--- config.mk ---
export PLATFORM = sky130hd
export DESIGN_NAME = yuv422_to_gray
export DESIGN_NICKNAME = d
export VERILOG_FILES = /design/src/rtl/yuv422_to_gray.sv
export SDC_FILE = /design/constraint.sdc
export NUM_CORES = 1
export LEC_CHECK = 0
export BUFFER_PORTS_ARGS = -buffer_cell sky130_fd_sc_hd__buf_4
export CORE_AREA = 2 2 128 68
export CTS_BUF_LIST = sky130_fd_sc_hd__clkbuf_8 sky130_fd_sc_hd__clkbuf_16
export CTS_CLUSTER_DIAMETER = 150
export DETAILED_ROUTE_END_ITERATION = 12
export DIE_AREA = 0 0 130 70
export PLACE_DENSITY_LB_ADDON = 0.15
export SKIP_CTS_REPAIR_TIMING = 1
export SLEW_MARGIN = 15
export SYNTH_ARGS = -nofsm -noshare
export SYNTH_HDL_FRONTEND = slang
export SYNTH_SLANG_ARGS = --single-unit
--- constraint.sdc ---
create_clock -name aclk -period 5.8 [get_ports aclk]
set_clock_uncertainty 0.15 [all_clocks]
set_input_delay 1.16 -clock aclk [delete_from_list [all_inputs] [get_ports aclk]]
set_output_delay 1.16 -clock aclk [all_outputs]
set_load 0.02 [all_outputs]
--- src/rtl/yuv422_to_gray.sv ---
`default_nettype none
// ============================================================================
// Module      : yuv422_to_gray
// Description : Keeps the luma lanes of a packed YUV422 AXI-Stream and
//               discards the chroma. Output register plus one-entry skid
//               buffer; also flags line/frame framing errors.
// Revision    : 1.0 - initial release
// ============================================================================
module yuv422_to_gray #(
    parameter int DATA_WIDTH  = 8,
    parameter int PPC         = 4,
    parameter int LINE_BEATS  = 320,
    parameter int FRAME_LINES = 720
) (
    input  logic                         aclk,
    input  logic                         reset,
    input  logic                         s_axis_yuv_tvalid,
    input  logic [DATA_WIDTH*PPC*3-1:0]  s_axis_yuv_tdata,
    input  logic                         s_axis_yuv_tuser,
    input  logic                         s_axis_yuv_tlast,
    output logic                         s_axis_yuv_tready,
    output logic [DATA_WIDTH*PPC-1:0]    m_axis_gray_tdata,
    output logic                         m_axis_gray_tvalid,
    output logic                         m_axis_gray_tuser,
    output logic                         m_axis_gray_tlast,
    input  logic                         m_axis_gray_tready,
    output logic                         err_sof,
    output logic                         err_eol_early,
    output logic                         err_eol_late
);

    localparam int c_OUT_W  = DATA_WIDTH * PPC;
    localparam int c_BEAT_W = (LINE_BEATS > 1) ? $clog2(LINE_BEATS) : 1;
    localparam int c_LINE_W = (FRAME_LINES > 1) ? $clog2(FRAME_LINES) : 1;
    localparam logic [c_BEAT_W-1:0] c_LAST_BEAT = c_BEAT_W'(LINE_BEATS - 1);
    localparam logic [c_LINE_W-1:0] c_LAST_LINE = c_LINE_W'(FRAME_LINES - 1);

    localparam logic [1:0] c_EMPTY = 2'd0;
    localparam logic [1:0] c_ONE   = 2'd1;
    localparam logic [1:0] c_FULL  = 2'd2;

    logic [1:0]          r_state;
    logic [1:0]          w_next_state;
    logic                r_tready;
    logic                w_in_acc;
    logic                w_out_xfer;
    logic                w_load_out_in;
    logic                w_load_out_skid;
    logic                w_load_skid;
    logic [c_OUT_W-1:0]  w_gray;
    logic [c_OUT_W-1:0]  r_out_data;
    logic                r_out_user;
    logic                r_out_last;
    logic [c_OUT_W-1:0]  r_skid_data;
    logic                r_skid_user;
    logic                r_skid_last;

    logic [c_BEAT_W-1:0] r_beat;
    logic [c_LINE_W-1:0] r_line;
    logic [c_BEAT_W-1:0] w_beat_eff;
    logic [c_LINE_W-1:0] w_line_eff;
    logic [c_LINE_W-1:0] w_line_nxt;
    logic                w_at_last;
    logic                w_line_end;
    logic                r_err_sof;
    logic                r_err_early;
    logic                r_err_late;

    // Chroma and spare lanes are intentionally dropped.
    logic w_unused_tdata;
    assign w_unused_tdata = ^s_axis_yuv_tdata;

    for (genvar k = 0; k < PPC; k++) begin : g_lane
        assign w_gray[k*DATA_WIDTH +: DATA_WIDTH] =
            s_axis_yuv_tdata[2*k*DATA_WIDTH +: DATA_WIDTH];
    end

    assign w_in_acc   = s_axis_yuv_tvalid && r_tready;
    assign w_out_xfer = m_axis_gray_tvalid && m_axis_gray_tready;

    // Ready is the registered "not FULL" so downstream ready never reaches it combinationally.
    always_ff @(posedge aclk) begin
        if (reset) begin
            r_state  <= c_EMPTY;
            r_tready <= 1'b0;
        end else begin
            r_state  <= w_next_state;
            r_tready <= (w_next_state != c_FULL);
        end
    end

    always_comb begin
        w_next_state = r_state;
        case (r_state)
            c_EMPTY: if (w_in_acc) w_next_state = c_ONE;
            c_ONE: begin
                if (w_in_acc && !w_out_xfer)      w_next_state = c_FULL;
                else if (!w_in_acc && w_out_xfer) w_next_state = c_EMPTY;
            end
            c_FULL:  if (w_out_xfer) w_next_state = c_ONE;
            default: w_next_state = c_EMPTY;
        endcase
    end

    always_comb begin
        w_load_out_in      = 1'b0;
        w_load_out_skid    = 1'b0;
        w_load_skid        = 1'b0;
        m_axis_gray_tvalid = (r_state != c_EMPTY);
        case (r_state)
            c_EMPTY: w_load_out_in = w_in_acc;
            c_ONE: begin
                w_load_out_in = w_in_acc && w_out_xfer;
                w_load_skid   = w_in_acc && !w_out_xfer;
            end
            c_FULL:  w_load_out_skid = w_out_xfer;
            default: ;
        endcase
    end

    always_ff @(posedge aclk) begin
        if (reset) begin
            r_out_data  <= '0;
            r_out_user  <= 1'b0;
            r_out_last  <= 1'b0;
            r_skid_data <= '0;
            r_skid_user <= 1'b0;
            r_skid_last <= 1'b0;
        end else begin
            if (w_load_out_in) begin
                r_out_data <= w_gray;
                r_out_user <= s_axis_yuv_tuser;
                r_out_last <= s_axis_yuv_tlast;
            end else if (w_load_out_skid) begin
                r_out_data <= r_skid_data;
                r_out_user <= r_skid_user;
                r_out_last <= r_skid_last;
            end
            if (w_load_skid) begin
                r_skid_data <= w_gray;
                r_skid_user <= s_axis_yuv_tuser;
                r_skid_last <= s_axis_yuv_tlast;
            end
        end
    end

    assign s_axis_yuv_tready = r_tready;
    assign m_axis_gray_tdata = r_out_data;
    assign m_axis_gray_tuser = r_out_user;
    assign m_axis_gray_tlast = r_out_last;

    // Start-of-frame restarts the position before the beat itself is counted.
    always_comb begin
        w_beat_eff = s_axis_yuv_tuser ? '0 : r_beat;
        w_line_eff = s_axis_yuv_tuser ? '0 : r_line;
        w_at_last  = (w_beat_eff == c_LAST_BEAT);
        w_line_end = s_axis_yuv_tlast || w_at_last;
        w_line_nxt = (w_line_eff == c_LAST_LINE) ? '0 : w_line_eff + c_LINE_W'(1);
    end

    always_ff @(posedge aclk) begin
        if (reset) begin
            r_beat      <= '0;
            r_line      <= '0;
            r_err_sof   <= 1'b0;
            r_err_early <= 1'b0;
            r_err_late  <= 1'b0;
        end else if (w_in_acc) begin
            if (s_axis_yuv_tuser && ((r_beat != '0) || (r_line != '0)))
                r_err_sof <= 1'b1;
            if (s_axis_yuv_tlast && !w_at_last)
                r_err_early <= 1'b1;
            if (!s_axis_yuv_tlast && w_at_last)
                r_err_late <= 1'b1;
            if (w_line_end) begin
                r_beat <= '0;
                r_line <= w_line_nxt;
            end else begin
                r_beat <= w_beat_eff + c_BEAT_W'(1);
                r_line <= w_line_eff;
            end
        end
    end

    assign err_sof       = r_err_sof;
    assign err_eol_early = r_err_early;
    assign err_eol_late  = r_err_late;

endmodule
`default_nettype wire

==> results of run 1 <==
-- kinds of logic after synthesis --
kind of cell    Yosys count  share of synthesized area (%)
flops                    93                          44.54
xor+xnor                  4                         0.8382
simple gates            270                          29.72
fa+ha+maj                 2                         0.5985
compound gates          115                          19.55
buf+inv                  44                          4.519
mux                       1                         0.2395
-- layout make-up --
cell class	count	share of cell area (%)
Tap cell	117	2.895
Inverter	1	0.07424
Multi-Input combinational cell	392	42.54
Clock buffer	10	4.727
Sequential cell	93	36.82
Timing Repair Buffer	79	11.73
Clock inverter	6	1.213
-- registers in the layout, indices dropped and copies added, names as in the netlist --
name and flops:
err_eol_early 1, err_eol_late 1, err_sof 1, m_axis_gray_tdata 32
m_axis_gray_tlast 1, m_axis_gray_tuser 1, r_beat 9, r_line 10
r_skid_data 32, r_skid_last 1, r_skid_user 1, r_state 2
s_axis_yuv_tready 1
-- critical path, delay by kind of cell --
family	cells	cell delay, ns
AOI/OAI and AO/OA	2	0.67
adders and majority gates	1	0.22
buffers and inverters	1	0.21
and+or+nand+nor	3	0.67
-- synthesized netlist by cell type, types with 7 or more instances --
cell type / n / area share, %
a311oi_1: 35 / 7.3
nor2_1: 48 / 4.3
nor2b_1: 7 / 1.0
clkbuf_1: 25 / 2.2
buf_2: 13 / 1.6
o21ai_0: 9 / 1.1
nor4_1: 7 / 1.0
nand2_1: 124 / 11
nand3_1: 46 / 5.5
a21oi_1: 44 / 5.3
dfxtp_1: 93 / 45
nand4_1: 7 / 1.0
nor3_1: 7 / 0.84
-- power groups by stage --
stage / Sequential, mW / Combinational, mW / Clock [mW]
floorplan: 0.710 / 0.0690 / 0
global placement: 0.689 / 0.157 / 0
detailed placement: 0.690 / 0.159 / 0
CTS: 0.676 / 0.160 / 0.606
global route: 0.678 / 0.175 / 0.634
finish: 0.676 / 0.160 / 0.595
-- cells in the final DEF, fill, tap and decap left out, types with 2 or more instances in the layout --
master,Yosys,routed
and2_1,3,3
nand2_1,124,123
nor2b_1,7,6
o21ai_0,9,9
clkinv_2,0,3
nor3_1,7,7
a21oi_1,44,44
o32ai_1,2,2
nand3b_1,2,2
nand3_1,46,46
nand4_1,7,7
and3_1,2,2
nand4b_1,2,2
nor4_1,7,7
ha_1,2,2
xnor2_1,3,3
nor2_1,48,48
o21a_1,5,5
a2bb2oi_1,2,2
nand2b_1,2,2
buf_4,0,79
a311oi_1,35,35
a31oi_1,5,5
or3_1,3,3
or2_2,2,2
dfxtp_1,93,93
and3b_1,2,2
clkbuf_16,0,9
-- worst max path at each step --
stage | from | slack [ns] | cells past startpoint | to
6_report | s_axis_yuv_tuser | 2.95 | 7 | r_line[4]$_SDFFE_PP0N_
5_1_grt | s_axis_yuv_tvalid | 2.75 | 6 | r_skid_data[18]$_SDFFE_PP0P_
4_1_cts | m_axis_gray_tready | 2.85 | 4 | m_axis_gray_tdata[13]$_SDFFE_PP0P_
3_5_place_dp | m_axis_gray_tready | 2.49 | 5 | m_axis_gray_tdata[18]$_SDFFE_PP0P_
3_3_place_gp | m_axis_gray_tready | 2.58 | 5 | m_axis_gray_tdata[13]$_SDFFE_PP0P_
2_1_floorplan | s_axis_yuv_tuser | 2.65 | 9 | r_beat[6]$_SDFFE_PP0N_
-- metrics by stage --
stage / cell area [sq um] / utilization (%) / std cells
after global placement: 4751 / 57.95 / 682
after global routing: 5056 / 61.68 / 698
after CTS: 5051 / 61.61 / 698
after floorplan: 4180 / - / 529
after detailed placement: 4751 / 57.95 / 682
final: 5056 / 61.68 / 698
-- metal layers --
metal  track usage, %  part of all wire (%)  vias up
met3            6.667                   8.4       15
li1                 -                     -     1974
met4            7.885                   1.3        0
met2            36.01                    42      175
met5                0                     0        -
met1            37.49                    49     1896
==> results.txt, run 1 <==
Hold Path Depth = 2
CP Cell Sequence = buf_4, nor2b_1, ha_1, and3_1, a31o_4, nand3_1, o32ai_1
Register-to-Register Path Depth = 5
crit end category = flip-flop
Cell Pwr Density = 283.0 nW/um^2
core box area = 8198 sq um
Tcrit/Tclk final = 49.08%
sequential share of power = 47.2%
cell internal pwr = 1.070 mW
status = finished clean
hpwl dp = 6.780 mm
Die Ht = 70 um
sequential element share of the synthesized area = 44.54%
Tightest Pin Transition = 0.9522 ns
layout cell share with drive strength beyond 1 = 18.24%
Worst R2R End = r_skid_data[23]$_SDFFE_PP0P_
maxcap violations = 0
synth-to-layout area growth = 20.95%
GRT Residual Overflow = 0
global-route wire length before repair = 18.28 mm
Cell variety after synth = 51
Seq. cell area = 1862 sq um
Layout Nets = 680
sum of negative setup slack = 0 ns
crit start category = input port
Filler Cell Count = 748
multi-input combinational cell area = 2151 sq um
Clock transition at path regs = 0.06 ns
Initial DRC Count = 422
htree depth = 3
pin count of the biggest net entering global routing = 95
post-route DRC violation count = 0
# setup viols final = 0
# diodes = 0
Hold Vio Cnt, Final = 0
EDFF count, synth = 0
critical path arrival = 2.94 ns
RD Place Congestion = 0.8452
Worst Hold End = r_skid_data[7]$_SDFFE_PP0P_
total power draw = 1.431 mW
clk_lat worst skew = 0.34 ns
sw frac = 25.22%
syn_area_per_cell = 7.902 sq um
syn nets = 633
Placement Rows = 24
Slew Limit Headroom = 36.52%
die area = 9100 sq um
fmax = 351.3 MHz
Mapped Cells = 529
CP Class = in -> reg
P_sw = 0.3609 mW
chip width = 130 um
fin crit period = 2.847 ns
Initial Util = 50.99%
Clock Sinks = 93
Routed Wire Length = 10.84 mm
setup slack after layout = 2.953 ns
Post-Place Setup Slack = 2.489 ns
Tot GR Track Use = 25.36%
slowest stage delay, CP = 0.36 ns
Antenna Violating Nets Remaining = 0
CTS max path bufs = 2
Syn. warnings = 0
Via density = 5.817
RSZ-0062 raised after global routing = no
WHS = 0.3053 ns
drt first pass iters = 5
r2r startpoint = s_axis_yuv_tready$_SDFF_PP0_
initial antenna violation count = 0
combinational fraction of design power = 11.2%
top_reg_cell synth = dfxtp_1
I/O pins = 141
WL/cell = 15.53 um
Critical Path RT = 5.89 ns
asr flop ratio synth = 0%
CP max-delay cell = and3_1
clock share of power = 41.6%
Cell Area, Synth = 4180 sq um
Vias = 4060
Slew Viols, Final = 0
Num CTS Buffers = 9
Worst IR Drop VDD = 0.1488 mV
port buffer count = 76
Root Driver = clkbuf_16
hold_sp = r_skid_data[7]$_SDFFE_PP0P_
Critical Path Fanout Max = 25
FF-to-FF setup slack = 3.44 ns
type of the worst min-delay path = reg -> reg
vias in the first global route = 3801
TritonCTS clock tree = yes
leakage = 1.802 nW
flops & latches, synth = 93
Power figures use the tool's default switching activity.
==> inputs of run 2 (changes only) <==
--- a/config.mk
+++ b/config.mk
@@ -6,11 +6,11 @@
 export NUM_CORES = 1
 export LEC_CHECK = 0
 export BUFFER_PORTS_ARGS = -buffer_cell sky130_fd_sc_hd__buf_4
-export CORE_AREA = 2 2 128 68
+export CORE_AREA = 2 2 140 74
 export CTS_BUF_LIST = sky130_fd_sc_hd__clkbuf_8 sky130_fd_sc_hd__clkbuf_16
 export CTS_CLUSTER_DIAMETER = 150
 export DETAILED_ROUTE_END_ITERATION = 12
-export DIE_AREA = 0 0 130 70
+export DIE_AREA = 0 0 142 76
 export PLACE_DENSITY_LB_ADDON = 0.15
 export SKIP_CTS_REPAIR_TIMING = 1
 export SLEW_MARGIN = 15
==> constraint.sdc (replaced) <==
create_clock -name aclk -period 2.6 [get_ports aclk]
set_clock_uncertainty 0.15 [all_clocks]
set_input_delay 0.52 -clock aclk [delete_from_list [all_inputs] [get_ports aclk]]
set_output_delay 0.52 -clock aclk [all_outputs]
set_load 0.02 [all_outputs]
==> run 2 against run 1 <==
Against the previous run:
- register-to-register slack worse by 3.0 ns
- final cell count grew 3.0%
- final area grew 2.4%
- die area increased by 19%
- global-route usage shrank 3.5 points
- critical path depth fell by 1
- core utilization is 8.5 points lower
- via count is 1.4% higher
- sequential cell count did not move
- power rose by 130%
- combinational power is 130% higher
- critical path type is now reg -> reg
==> results.txt, run 2 (synthesis gave the netlist of run 1 again) <==
status = finished clean
crit end category = flip-flop
die area = 10790 sq um
Worst IR Drop VDD = 0.3846 mV
Register-to-Register Path Depth = 6
chip width = 142 um
DP Cell Count = 703
post-route DRC violation count = 0
Vias = 4116
CTS max path bufs = 2
GRT Residual Overflow = 0
maxcap violations = 0
clk_lat worst skew = 0.34 ns
commonest non-fill, non-tap cell in the layout = nand2_1
Placement Rows = 26
global-route wire length before repair = 19.04 mm
Slew Viols, Final = 0
port buffer count = 76
Tcrit/Tclk final = 83.32%
Initial Util = 42.98%
Post-Layout Cell Count = 719
Critical Path Fanout Max = 9
pin count of the biggest net entering global routing = 41
commonest non-fill, non-tap cells in the layout = nand2_1, dfxtp_1, buf_4
# diodes = 0
htree depth = 3
Routed Wire Length = 11.60 mm
synth-to-layout area growth = 23.83%
Via density = 5.725
Tot GR Track Use = 21.81%
RD Place Congestion = 0.8716
crit start category = flip-flop
Critical Path RT = 2.66 ns
initial antenna violation count = 0
core box area = 9727 sq um
leakage = 1.863 nW
hpwl dp = 7.738 mm
Seq. cell area = 1862 sq um
drt first pass iters = 5
Clock transition at path regs = 0.07 ns
critical path arrival = 2.23 ns
type of the worst min-delay path = in -> reg
fin crit period = 2.166 ns
Tightest Pin Transition = 0.5387 ns
CP Class = reg -> reg
Die Ht = 76 um
# setup viols final = 0
WL/cell = 16.13 um
Antenna Violating Nets Remaining = 0
I/O pins = 141
TritonCTS clock tree = yes
fmax = 461.6 MHz
layout cell share with drive strength beyond 1 = 19.90%
Hold Vio Cnt, Final = 0
Num CTS Buffers = 9
sum of negative setup slack = 0 ns
Initial DRC Count = 323
multi-input combinational cell area = 2146 sq um
final core utilization = 53.22%
Layout Nets = 692
Clock Sinks = 93
Root Driver = clkbuf_16
RSZ-0062 raised after global routing = no
Filler Cell Count = 953
vias in the first global route = 3761
Slew Limit Headroom = 63.81%
Hold Path Depth = 3
Cell Pwr Density = 622.5 nW/um^2
## run 2: changes by cell type in the layout (fill, tap and decap cells not counted), sizes merged
cell    delta
buf       +12
inv        +1
clkbuf     -1
## run 2: path summary, 6_finish.rpt
kind | from | endpoint | slack, ns
worst min register to register | r_skid_data[15]$_SDFFE_PP0P_ | r_skid_data[15]$_SDFFE_PP0P_ | 0.30
worst max-delay path | r_beat[0]$_SDFFE_PP0N_ | r_line[7]$_SDFFE_PP0N_ | 0.43
worst min-delay path | s_axis_yuv_tdata[37] | r_skid_data[21]$_SDFFE_PP0P_ | 0.28
worst max register to register | r_beat[0]$_SDFFE_PP0N_ | r_line[7]$_SDFFE_PP0N_ | 0.43
## run 2: critical path, cell delays in order, from the launching register on
cell and delay, ns:
dfxtp_1 0.37, nor2b_1 0.19, ha_1 0.23, and3_1 0.37, a31oi_4 0.23, nor2_1 0.34
o32ai_1 0.15
## run 2: metrics by stage
stage	power, mW	hold WS (ns)	instance area (sq um)	worst slack (ns)
finish	3.222	0.2765	5176	0.4336
detailed placement	1.914	0.2968	4877	0.1665
CTS	3.241	0.2716	5176	0.4736
global placement	1.905	0.2915	4877	0.2005
global route	3.363	0.2706	5176	0.2400
floorplan	1.737	0.2866	4180	0.08889
## run 2: area by class of cell
class	instances	share of cell area, %
inverters	1	0.07252
repair buffers	91	13.68
clock buffers	9	4.351
clock inverters	7	1.426
flip-flops and latches	93	35.97
well taps	126	3.046
multi-input cells	392	41.46
## run 2: report_power, final
group	switching, mW	internal [mW]	leakage [nW]
clock	0.588	0.751	0.146
combinational	0.222	0.154	0.960
sequential	0.0335	1.47	0.757
## run 2: per-layer routing
| layer | GRT usage (%) | part of all wire [%] | vias to the layer above |
|---|---|---|---|
| li1 | - | - | 1997 |
| met1 | 32.12 | 50 | 1968 |
| met2 | 31.88 | 44 | 142 |
| met3 | 6.097 | 6.1 | 9 |
| met4 | 4.500 | 0.50 | 0 |
| met5 | 0 | 0 | - |
